`src/rtl/pipeline_hazard_ctrl.sv`:
```
// pipeline_hazard_ctrl: stall/flush sequencer for the 5-stage MIPS pipeline.
// Generates PC / IF/ID / ID/EX enables and flushes for load-use hazards,
// taken branches, instruction-fetch wait states and multi-cycle mul/div.
// All control outputs are combinational from state, cnt and the current inputs.
// Optional build macro: HAZARD_STALL_CNT_EN enables the 32-bit stall counter
// on stall_count; without it stall_count is tied to zero.
//
// Handshake note: imem_ready is a plain per-cycle valid from instruction
// memory; there is no ready back-pressure, a missing fetch is replaced by a
// bubble (IF/ID flushed) while the PC holds its value.

module pipeline_hazard_ctrl #(
  parameter int MD_LATENCY = 4,
  parameter int CNT_W      = 4
) (
  input  logic        clk,
  input  logic        reset,
  input  logic [4:0]  id_rs,
  input  logic [4:0]  id_rt,
  input  logic        id_uses_rs,
  input  logic        id_uses_rt,
  input  logic        ex_mem_read,
  input  logic [4:0]  ex_rt,
  input  logic        ex_branch_taken,
  input  logic        ex_md_start,
  input  logic        imem_ready,
  output logic        pc_write,
  output logic        if_id_write,
  output logic        if_id_flush,
  output logic        id_ex_flush,
  output logic        ex_hold,
  output logic        md_done,
  output logic [31:0] stall_count
);

  typedef enum logic {
    RUN     = 1'b0,
    MD_BUSY = 1'b1
  } state_t;

  // Cycles remaining after the start cycle before md_done, minus one.
  localparam logic [CNT_W-1:0] MD_LOAD = CNT_W'(MD_LATENCY - 2);

  state_t           state;
  state_t           state_nxt;
  logic [CNT_W-1:0] cnt;
  logic [CNT_W-1:0] cnt_nxt;
  logic             load_use;

  // A load in EX whose destination is read by the instruction in ID; r0 never hazards.
  always_comb begin
    load_use = ex_mem_read && (ex_rt != 5'd0) &&
               ((id_uses_rs && (id_rs == ex_rt)) ||
                (id_uses_rt && (id_rt == ex_rt)));
  end

  // State and mul/div counter register; reset abandons any op in flight.
  always_ff @(posedge clk) begin
    if (reset) begin
      state <= RUN;
      cnt   <= '0;
    end else begin
      state <= state_nxt;
      cnt   <= cnt_nxt;
    end
  end

  // Next-state: a taken branch squashes the mul/div start in the same cycle.
  always_comb begin
    state_nxt = state;
    cnt_nxt   = cnt;
    case (state)
      RUN: begin
        if (!ex_branch_taken && ex_md_start) begin
          state_nxt = MD_BUSY;
          cnt_nxt   = MD_LOAD;
        end
      end
      MD_BUSY: begin
        if (cnt != '0) begin
          cnt_nxt = cnt - 1'b1;
        end else begin
          state_nxt = RUN;
        end
      end
      default: begin
        state_nxt = RUN;
        cnt_nxt   = '0;
      end
    endcase
  end

  // Output decode: reset override, then MD_BUSY, then RUN priority chain.
  always_comb begin
    pc_write    = 1'b1;
    if_id_write = 1'b1;
    if_id_flush = 1'b0;
    id_ex_flush = 1'b0;
    ex_hold     = 1'b0;
    md_done     = 1'b0;
    if (reset) begin
      pc_write    = 1'b0;
      if_id_write = 1'b0;
      if_id_flush = 1'b1;
      id_ex_flush = 1'b1;
    end else begin
      case (state)
        RUN: begin
          if (ex_branch_taken) begin
            if_id_flush = 1'b1;
            id_ex_flush = 1'b1;
          end else if (ex_md_start) begin
            pc_write    = 1'b0;
            if_id_write = 1'b0;
            ex_hold     = 1'b1;
          end else if (load_use) begin
            pc_write    = 1'b0;
            if_id_write = 1'b0;
            id_ex_flush = 1'b1;
          end else if (!imem_ready) begin
            pc_write    = 1'b0;
            if_id_flush = 1'b1;
          end
        end
        MD_BUSY: begin
          if (cnt != '0) begin
            pc_write    = 1'b0;
            if_id_write = 1'b0;
            ex_hold     = 1'b1;
          end else begin
            md_done = 1'b1;
          end
        end
        default: begin
          pc_write    = 1'b1;
          if_id_write = 1'b1;
        end
      endcase
    end
  end

`ifdef HAZARD_STALL_CNT_EN
  logic [31:0] stall_cnt_q;

  // Count every non-reset cycle in which the PC is held; wraps naturally.
  always_ff @(posedge clk) begin
    if (reset) begin
      stall_cnt_q <= 32'h0;
    end else if (!pc_write) begin
      stall_cnt_q <= stall_cnt_q + 32'h1;
    end
  end

  assign stall_count = stall_cnt_q;
`else
  assign stall_count = 32'h0;
`endif

endmodule

```
`config.mk`:
```
export PLATFORM = sky130hd
export DESIGN_NAME = pipeline_hazard_ctrl
export DESIGN_NICKNAME = d
export VERILOG_FILES = /design/src/rtl/pipeline_hazard_ctrl.sv
export SDC_FILE = /design/constraint.sdc
export NUM_CORES = 1
export LEC_CHECK = 0
export ABC_AREA = 1
export CORE_ASPECT_RATIO = 0.9
export CORE_MARGIN = 10
export CORE_UTILIZATION = 36
export CTS_CLUSTER_DIAMETER = 50
export DETAILED_ROUTE_END_ITERATION = 16
export PLACE_DENSITY = 0.86
export REMOVE_ABC_BUFFERS = 1
export SLEW_MARGIN = 20
export SYNTH_ARGS = -nofsm -noshare
export SYNTH_HDL_FRONTEND = slang
export SYNTH_SLANG_ARGS = --single-unit
```
`constraint.sdc`:
```
create_clock -name clk -period 2.8 [get_ports clk]
set_input_delay 0.7 -clock clk [delete_from_list [all_inputs] [get_ports clk]]
set_output_delay 0.7 -clock clk [all_outputs]
set_load 0.02 [all_outputs]
```
==> metrics.cfg <==
[placed_design]
gp_congestion = 0.767
port_buffers = 28
dp_hpwl_um = 1820
place_inst = 196

[detailed_routing]
route.detailed.drc = 0
first_pass_iters = 4
vias = 783
drtIter0Drc = 9
drt-vias-per-instance = 3.92
wl_per_cell_um = 10.1
antenna_left = 0
drt_wl_total_um = 2020

[cells_and_area]
nFillCells = 212
nets = 200
area_delta_synth_final_pct = 32.8
diodes = 0
regArea_um2 = 100
multi_input_area_um2 = 468
drive_gt1_share_pct = 14.9
stdcell_count = 200

[logic_synthesis]
synthXorXnorAreaFrac_pct = 1.11
synth_compound_area_share_pct = 6.36
ys_seq_elements = 5
synth_cell_type_count = 18
synth_fa_ha_area_share_pct = 1.59
syn_avg_cell_area_um2 = 5.62
netlist_area_um2 = 787
synth.area.mux_share_pct = 0
synth_sequential_area_ratio_pct = 12.7
synthSimpleGateAreaFrac_pct = 34.8
netlist_instances = 140
yosysWarnings = 0
synth_top_family_by_area = buffers and inverters

[clock_network]
cts-root-buf = clkbuf_4
cts_setup_buffers = 0
insertion_delay_ns = 0.23
clockBufferDepth = 2
cts.sinks = 5
clk_pin_slew_worst_paths_ns = 0.04
cts_buffers = 3
cts_tree = yes
h-tree-depth = 1

[critical_path]
r2r_end = cnt[1]$_SDFFE_PP0P_
cp.required_ns = 2.10
worstPathArrival_ns = 1.99
r2r_slack_ns = 1.36
critPathCaptureType = output port
cp_max_fo = 2
r2r_cells = 8
worst_r2r_startpoint = cnt[0]$_SDFFE_PP0P_
criticalPathCategory = input pin to output port
startpoint_type = input pin

[timing]
timing.final.crit_share_pct = 96.1
hold_ws_ns = 0.458
clock_skew_ns = 0.00105
setup_tns_ns = 0
hold_viol = 0
period_needed_ns = 2.69
max_clock_freq_ghz = 0.371
drv_slew = 0
setup-violations-final = 0
rsz0062_at_grt = yes

[pwr]
p_seq_share_pct = 25.0
p_comb_share_pct = 50.2
p_sw_mw = 0.128
power_leakage_nw = 0.682
p_int_mw = 0.191
max-vdd-ir-drop_mv = 0.259
pwr-share-clk_pct = 24.8
total_power_mw = 0.319
powerDensity_mw_per_mm2 = 305
p_sw_share_pct = 40.1

[grt]
use_met2_pct = 15.4
antenna_found_initial = 0
grt_max_degree = 6
grt_pass1_vias = 745
top_usage_layer = met2
grt_usage_pct = 8.41
grt_pass1_wl_um = 3230
use_met3_pct = 3.09
gr-usage-met1_pct = 8.60
grt_remaining_overflow = 0

[min_path]
min_path_type = flop to flop
worst_hold_path.endpoint = cnt[0]$_SDFFE_PP0P_
hold_depth = 1
hold_start = cnt[0]$_SDFFE_PP0P_

[floorplan]
row_count = 15
fp.dieW_um = 69.3
initial_core_util_pct = 39.6
die_height_um = 64.4
die_area_mm2 = 0.00446
ioPinCount = 61
coreArea_mm2 = 0.00199

[job]
drv_cap = 0

[run_status]
status = completed

[repair_timing]
item	in CTS	in global routing
hold buffers	0	0
pin swaps	0	4
gates resized for setup	18	13
endpoints found under the setup margin	5	5
[worst max-delay path, stage by stage]
cell	delay [ns]
clkdlybuf4s50_1	0.48
inv_1	0.04
nand2_1	0.04
nand2_1	0.06
nor2_2	0.10
nand3_1	0.08
nand2_2	0.07
nand2_2	0.05
nand2_1	0.05
nand2_1	0.04
nand2_1	0.08
nor2_1	0.05
buf_4	0.16
[cell usage after synthesis (all sizes together)]
master   n  area (um2)
o21ai    2        10.0
a21oi    5        25.0
nand2   40         155
nor2    16        67.6
xor2     1        8.76
a221oi   1        15.0
inv     25        93.8
conb     1        3.75
buf     32         240
dfxtp    5         100
nand3    6        30.0
nor3     3        15.0
ha       1        12.5
nand4    1        6.26
clkbuf   1        3.75
[sequential cells by signal, indices dropped and copies added, names as in the netlist]
signal and flops:
cnt 4, state 1
[power groups by stage]
stage          Combinational [mW]  Sequential, mW  Clock (mW)
2_1_floorplan              0.0992          0.0801           0
3_5_place_dp                0.163          0.0809           0
5_1_grt                     0.177          0.0801      0.0873
4_1_cts                     0.158          0.0797      0.0839
6_report                    0.160          0.0796      0.0792
3_3_place_gp                0.162          0.0805           0
[cell usage in the layout (no fill, tap or decap), types with 6 or more instances in the layout]
cell type and n:
nor2_1 12, buf_4 8, inv_1 18, clkdlybuf4s50_1 13
conb_1 32, nand2_1 38, nand3_1 6, inv_2 7
dlymetal6s2s_1 9
[logic make-up after synthesis]
group / count (synthesis)
simple gates: 66
buf+inv: 58
fa+ha+maj: 1
other cells: 1
compound gates: 8
flops: 5
xor+xnor: 1
[per-layer routing]
layer / routed length [um] / part of all wire (%)
met5: 0 / 0
met4: 13 / 0.64
met3: 158 / 7.8
met2: 1030 / 51
met1: 817 / 40
[worst max-delay path by stage]
stage | start | end | slack [ns]
2_1_floorplan | ex_rt[2] | pc_write | 0.60
3_3_place_gp | ex_rt[4] | pc_write | -0.40
3_5_place_dp | ex_rt[4] | id_ex_flush | -0.40
4_1_cts | ex_rt[1] | pc_write | 0.02
5_1_grt | id_rt[4] | pc_write | -0.001
6_report | id_rt[3] | pc_write | 0.11
[final cells by class]
| class | instances | area share, % |
|---|---|---|
| clock buffer | 4 | 2.51 |
| inverter | 25 | 8.98 |
| multi-input combinational | 108 | 44.8 |
| sequential | 5 | 9.58 |
| tap | 25 | 2.99 |
| timing repair buffer | 33 | 31.1 |
[through the flow]
stage               utilization (%)  cell area (um2)  setup WS (ns)
floorplan                         -              659          0.599
global placement               50.7             1010         -0.404
detailed placement             50.7             1010         -0.399
CTS                            50.9             1010         0.0205
global route                   52.5             1040      -0.000975
finish                         52.5             1040          0.108
No activity file was read; power rests on OpenSTA's default activity.
